`config.mk`:
```
export PLATFORM = sky130hd
export DESIGN_NAME = butterfly_pair_feeder
export DESIGN_NICKNAME = d
export VERILOG_FILES = /design/src/rtl/butterfly_pair_feeder.sv
export SDC_FILE = /design/constraint.sdc
export NUM_CORES = 1
export LEC_CHECK = 0
export BUFFER_PORTS_ARGS = -buffer_cell sky130_fd_sc_hd__buf_4
export CAP_MARGIN = 25
export CORE_MARGIN = 4
export CORE_UTILIZATION = 55
export CTS_CLUSTER_SIZE = 28
export DETAILED_ROUTE_END_ITERATION = 8
export PLACE_DENSITY = 0.75
export SLEW_MARGIN = 20
export SYNTH_ARGS = -nofsm -noshare
export SYNTH_HDL_FRONTEND = slang
export SYNTH_SLANG_ARGS = --single-unit
```
`constraint.sdc`:
```
create_clock -name clk -period 12.3 [get_ports clk]
set_clock_uncertainty 0.2 [all_clocks]
set_input_delay 0.615 -clock clk [delete_from_list [all_inputs] [get_ports clk]]
set_output_delay 0.615 -clock clk [all_outputs]
set_load 0.02 [all_outputs]
```
`src/rtl/butterfly_pair_feeder.sv`:
```
// butterfly_pair_feeder: gathers a frame of N complex samples, then hands
// the radix-2 butterfly its operand pairs (x[i], x[i+N/2]) with twiddle
// index k = i, one pair per send handshake, in order i = 0..N/2-1.
//
// Handshake rule (both ports): a transfer happens on a rising clk edge where
// val && rdy are both 1. A producer holds val and its data stable until that
// edge. recv_rdy and send_val are decoded from the state register only, so
// neither depends combinationally on the opposite handshake input.
module butterfly_pair_feeder #(
  parameter int n = 32,
  parameter int N = 8,
  localparam int CW = $clog2(N),
  localparam int WW = (N > 2) ? $clog2(N / 2) : 1
) (
  input  logic          clk,
  input  logic          reset,
  input  logic          recv_val,
  output logic          recv_rdy,
  input  logic [n-1:0]  recv_r,
  input  logic [n-1:0]  recv_c,
  output logic          send_val,
  input  logic          send_rdy,
  output logic [n-1:0]  ar,
  output logic [n-1:0]  ac,
  output logic [n-1:0]  br,
  output logic [n-1:0]  bc,
  output logic [WW-1:0] widx
);

  typedef enum logic {
    FILL = 1'b0,
    EMIT = 1'b1
  } state_t;

  state_t        state;
  logic [CW-1:0] wcnt;
  logic [WW-1:0] i;

  // Sample buffer: real and imaginary halves kept as separate arrays.
  logic [n-1:0] mem_r [N];
  logic [n-1:0] mem_c [N];

  logic          accept;
  logic          issue;
  logic [CW-1:0] a_idx;
  logic [CW-1:0] b_idx;

  assign recv_rdy = (state == FILL);
  assign send_val = (state == EMIT);
  assign accept   = recv_val && recv_rdy;
  assign issue    = send_val && send_rdy;

  // Pair i reads entries i and i+N/2 of the buffer.
  assign a_idx = CW'(i);
  assign b_idx = a_idx + CW'(N / 2);

  // Control: fill N samples, then walk the N/2 pairs; reset drops any
  // partial frame or remaining pairs.
  always_ff @(posedge clk or posedge reset) begin
    if (reset) begin
      state <= FILL;
      wcnt  <= '0;
      i     <= '0;
    end else begin
      case (state)
        FILL: begin
          if (accept) begin
            wcnt <= wcnt + 1'b1;
            if (wcnt == CW'(N - 1)) begin
              state <= EMIT;
              i     <= '0;
            end
          end
        end
        EMIT: begin
          if (issue) begin
            if (i == WW'(N / 2 - 1)) begin
              state <= FILL;
              i     <= '0;
            end else begin
              i <= i + 1'b1;
            end
          end
        end
        default: begin
          state <= FILL;
          wcnt  <= '0;
          i     <= '0;
        end
      endcase
    end
  end

  // Buffer write on every accepted sample; contents are not reset since
  // nothing is read until a whole frame has been written.
  always_ff @(posedge clk) begin
    if (accept) begin
      mem_r[wcnt] <= recv_r;
      mem_c[wcnt] <= recv_c;
    end
  end

  // Operand outputs: buffer reads while emitting, forced to zero otherwise.
  always_comb begin
    ar   = '0;
    ac   = '0;
    br   = '0;
    bc   = '0;
    widx = '0;
    if (send_val) begin
      ar   = mem_r[a_idx];
      ac   = mem_c[a_idx];
      br   = mem_r[b_idx];
      bc   = mem_c[b_idx];
      widx = i;
    end
  end

endmodule

```
Word-level counts from Yosys, hierarchy flattened
Memories as Yosys holds them, arrays and structs flattened.
Index checks and enable logic that the tools add are counted.
{"block": "op_classes", "reduce_logical": 4, "eq_ne": 5, "n_mux": 17, "n_bitwise": 1, "add_sub_neg": 3}
{"operator": "2-to-1 mux 32 bit", "count": 4}
{"operator": "2-to-1 mux 2 bit", "count": 5}
{"operator": "2-to-1 mux 1 bit", "count": 6}
{"operator": "!= test 2 x 1 -> 1 bit (second input constant)", "count": 3}
{"operator": "one-hot mux 2 bit (2 select lines)", "count": 1}
{"operator": "adder 2 x 3 -> 3 bit (second input constant)", "count": 1}
{"operator": "adder 3 x 1 -> 3 bit (second input constant)", "count": 1}
{"operator": "equality test 3 bit (second input constant)", "count": 1}
{"operator": "AND reduction 3 bit", "count": 1}
{"operator": "adder 2 x 1 -> 2 bit (second input constant)", "count": 1}
{"operator": "equality test 2 bit (second input constant)", "count": 1}
{"operator": "logical AND 1 bit", "count": 2}
{"operator": "one-hot mux 1 bit (2 select lines)", "count": 1}
{"operator": "AND reduction 2 bit", "count": 1}
{"operator": "inverter 1 bit", "count": 1}
{"block": "word_totals", "mem_bits_rw": 512, "ff_bits": 6, "wordCells": 35, "output_inout_bits": 132, "input_bits": 68, "mem_count": 2}
{"memory": "mem_c", "depth": 8, "width": 32, "rd": 2, "rd_clocked_by_memory_dff": 0, "write_ports": 1, "line_no": "41", "source": "logic [n-1:0] mem_c [N];"}
{"memory": "mem_r", "depth": 8, "width": 32, "rd": 2, "rd_clocked_by_memory_dff": 0, "write_ports": 1, "line_no": "40", "source": "logic [n-1:0] mem_r [N];"}

Logic depth before layout (Yosys ltp)
{"block": "depth", "word_depth": 4, "depth_mapped": 5, "depth_no_buf": 4}

Worst setup path before layout
Ideal clock, no wire load.
{"block": "synth_path", "path_kind": "register -> register", "startpoint": "register state, in the netlist send_val", "endpoint": "memory mem_c[4][0], enable pin", "stages_incl_launch_ff": 4, "arrival_time_ns": 5.226, "setup_time_ns": 0.565, "required_ns": 11.535, "synth_period_minus_slack_ns": 5.991, "slack_ns": 6.309, "path_buffers": 1, "path_cell_list": "dfrtp_1 buf_6 nand3b_1 nor3_1"}
{"block": "synth_between", "elab_chain_cells": 4}
{"item": "start: declaration", "line_no": "35", "source": "state_t state;"}
{"item": "start signal: assignment", "line_no": "61", "source": "state <= FILL;"}
{"item": "start signal: assignment", "line_no": "70", "source": "state <= EMIT;"}
{"item": "start signal: assignment", "line_no": "78", "source": "state <= FILL;"}
{"item": "inverter 1 bit"}
{"item": "logical AND 1 bit", "line_no": "50", "source": "assign accept = recv_val && recv_rdy;"}
{"item": "2-to-1 mux 1 bit", "line_no": "97", "source": "if (accept) begin"}
{"item": "2-to-1 mux 1 bit (implied by the code)", "line_no": "99", "source": "mem_c[wcnt] <= recv_c;"}
{"item": "end: declaration", "line_no": "41"}
No other way between the ends.

Worst setup path in the final report
{"block": "layout_path", "startpoint": "register i[1]", "endpoint": "output bc[15]"}
{"block": "layout_between", "elab_chain_cells": 3}
{"item": "start: declaration", "line_no": "37", "source": "logic [WW-1:0] i;"}
{"item": "start signal: assignment", "line_no": "81", "source": "i <= i + 1'b1;"}
{"item": "adder 2 x 3 -> 3 bit", "line_no": "55", "source": "assign b_idx = a_idx + CW'(N / 2);"}
{"item": "memory (8 x 32 bit)"}
{"item": "2-to-1 mux 32 bit", "line_no": "110", "source": "if (send_val) begin"}
{"item": "end: declaration", "line_no": "26", "source": "output logic [n-1:0] bc,"}
No other way between the ends.

==> results_dict.tcl <==
set metrics [dict create \
    clock_latency_ns 0.57 \
    ys_warn_count 0 \
    rows 69 \
    r2r_cells 3 \
    wire_per_inst_um 23.07 \
    initial_utilization_pct 55.52 \
    tns_ns 0 \
    hpwl_um 21010 \
    num-fill-cells 2391 \
    grt-ovfl-total 0 \
    fin_crit_sh_pct 40.91 \
    io_pins 200 \
    wirelength_um 39320 \
    place_ws_ns 7.850 \
    cts.clk_slew.worst_paths_ns 0.06 \
    worst_slack_ns 7.268 \
    cts_buffers 50 \
    vdd_drop_max_mv 0.1713 \
    wl_met1_um 15970 \
    dr_wl_met3_um 2877 \
    p_leak_nw 7.914 \
    gp_congestion 0.7163 \
    synth.distinct_cells 30 \
    die-area_um2 38910 \
    globalRouteTotalUtil_pct 19.95 \
    synth_area_leaders "edfxtp_1, mux2i_1, o22ai_1, buf_12, buf_6" \
    p_comb_share_pct 32.6 \
    synth_area_leader_cell "edfxtp_1" \
    worstSetupEndpointType "output port" \
    ant_nets 0 \
    cts_sinks 518 \
    maxCapViolations 0 \
    area_growth_pct 16.91 \
    ys_ff_latch 518 \
    drc_errors 0 \
    worst_path_most_repeated_cell "buf_4" \
    cts_setup_buffers 0 \
    r2r_start "send_val$_DFF_PP0_" \
    r2r-end "mem_r[6][4]$_DFFE_PP_" \
    cts_tree "built" \
    cp_data_arrival_time_ns 4.22 \
    netlist_area_um2 19700 \
    dr_wl_met2_um 19620 \
    portBuffers 199 \
    startpoint_type "register" \
    syn-num-nets 1067 \
    power_density_nw_per_um2 234.9 \
    seq_power_share_pct 40.4 \
    vias 9801 \
    grt_pass1_wl_um 59100 \
    crit_fanout 142 \
    cts_root_buf "clkbuf_16" \
    grt_pass1_vias 9908 \
    slew_headroom_pct 26.21 \
    critPathMaxStageDelay_ns 1.08 \
    min_path_cells 1 \
    status "finished clean" \
    setup_viol 0 \
    required_ns 11.48 \
    switchingPower_w 0.001765 \
    min_path_type "primary input to register" \
    cp_slowest_cell "dfrtp_4" \
    hp-start "recv_r[21]" \
    rsz0062_at_grt "false" \
    holdPathEnd "mem_r[1][21]$_DFFE_PP_" \
    viasPerCell 5.752 \
    synth_flop_cell "edfxtp_1" \
    die_y_um 197.3 \
    core_um2 35480 \
    layout.nets 1279 \
    worst_pin_slew_ns 1.107 \
    switching_share_pct 32.63 \
    power.internal_w 0.003645 \
    grt_start_max_net_pins 143 \
    topRoutingLayerUsed "met5" \
    cts_buffer_depth 3 \
    hold_viol 0 \
    synthCells 996 \
    period_needed_ns 5.032 \
    path_cells "buf_12, buf_4, mux2i_1, o22ai_1, buf_4" \
    synth-edff-count 512 \
    yosysTopAreaCellShare_pct 78.04 \
    path_class "register to output port" \
    fp.dieW_um 197.3 \
    drv_slew 0 \
    ys_async_sr_fraction_pct 1.158 \
    syn_area_per_cell_um2 19.78 \
    antenna_cells 0 \
    drive_gt1_share_pct 23.81 \
    drt-initial-drc-count 688 \
    r2r_slack_ns 9.07 \
    clkPwrFrac_pct 27.0 \
    h-tree-depth 2 \
    antenna_found_initial 2 \
    ys_seq_area_share_pct 78.80 \
    max_freq_ghz 0.1987 \
    cts-resized-gates 0 \
    dr.pass1.iters 5 \
]
==> synthesized netlist by cell type, drive strengths merged, types with 2 or more instances <==
library cell	instances
buf	50
nor3	2
ha	3
nand2	2
inv	4
and2	2
o22ai	128
clkbuf	8
edfxtp	512
nor2	6
mux2i	256
nand3b	3
dfrtp	6
nand2b	3
mux2	2
==> final cells by class <==
class	count	area, um^2	share of cell area (%)
Timing Repair Buffer	218	1684	7.312
Inverter	4	15.01	0.06519
Sequential cell	518	15530	67.42
Multi-Input combinational cell	416	3669	15.93
Tap cell	461	576.8	2.504
Clock buffer	63	1300	5.644
Clock inverter	24	260.3	1.130
==> layer usage <==
metal / up-vias / track usage, %
li1: 4465 / -
met1: 4979 / 26.85
met2: 294 / 33.03
met3: 59 / 4.622
met4: 4 / 5.855
met5: - / 0
==> metrics by stage <==
stage / hold WS, ns / total power (W) / std cells / utilization, % / area [um^2]
6_report: 0.05954 / 0.005411 / 1704 / 64.91 / 23030
5_1_grt: 0.03718 / 0.005639 / 1704 / 64.91 / 23030
4_1_cts: 0.02142 / 0.005462 / 1703 / 64.84 / 23010
3_5_place_dp: 0.3724 / 0.003999 / 1615 / 60.41 / 21440
3_3_place_gp: 0.3218 / 0.003976 / 1614 / 60.35 / 21420
2_1_floorplan: 0.2060 / 0.003398 / 996 / - / 19700
==> flip-flops by register name, indices dropped and copies added, names as in the netlist <==
| register | flops |
|---|---|
| mem_r | 256 |
| i | 2 |
| mem_c | 256 |
| send_val | 1 |
| wcnt | 3 |
==> layout by cell type (no fill, tap or decap), types with 2 or more instances in the layout <==
master	n
and2_1	2
buf_12	2
buf_4	214
bufinv_16	5
clkbuf_1	13
clkbuf_16	50
clkinv_1	8
clkinv_2	6
dfrtp_1	5
edfxtp_1	512
ha_1	3
inv_1	3
inv_6	2
mux2_1	2
mux2i_1	256
nand2b_1	2
nand3b_1	3
nor2_4	6
o22ai_1	128
==> timing repair <==
item | 4_1_cts | 5_1_grt
endpoints found under the setup margin | 0 | 0
endpoints found under the hold margin | 6 | 0
hold buffers | 1 | 0
==> kinds of logic (layout without fill, tap and decap cells) <==
family,after synthesis,after routing,synth area share (%)
buffers and inverters,62,309,2.940
AO/OA/AOI/OAI,132,132,4.230
AND/OR/NAND/NOR,22,22,0.6732
multiplexers,258,258,13.12
adder cells (fa/ha/maj),3,3,0.1905
XOR/XNOR,1,1,0.04446
flip-flops,518,518,78.80
==> how the worst max path moves through the flow <==
| stage | from | to | slack [ns] | depth (start not counted) |
|---|---|---|---|---|
| global placement | i[1]$_DFFE_PP0P_ | bc[20] | 7.92 | 5 |
| detailed placement | i[1]$_DFFE_PP0P_ | br[7] | 7.85 | 5 |
| CTS | i[1]$_DFFE_PP0P_ | bc[15] | 7.18 | 5 |
| floorplan | send_val$_DFF_PP0_ | mem_c[4][0]$_DFFE_PP_ | 6.31 | 3 |
| finish | i[1]$_DFFE_PP0P_ | bc[15] | 7.27 | 5 |
| global route | i[1]$_DFFE_PP0P_ | ac[17] | 7.14 | 5 |
==> power by group through the flow <==
stage	registers (W)	logic, W	clock network [W]
after global routing	0.00220	0.00187	0.00157
after CTS	0.00219	0.00178	0.00149
final	0.00219	0.00176	0.00146
after global placement	0.00222	0.00176	0
after floorplan	0.00218	0.00122	0
after detailed placement	0.00222	0.00177	0
==> worst max-delay path: cells and delay by family, from the launching register on <==
| family | cells | cell delay (ns) |
|---|---|---|
| flip-flops | 1 | 1.08 |
| buffers and inverters | 3 | 1.84 |
| AO/OA/AOI/OAI | 1 | 0.25 |
| multiplexers | 1 | 0.24 |
No activity file was read; power rests on OpenSTA's default activity.
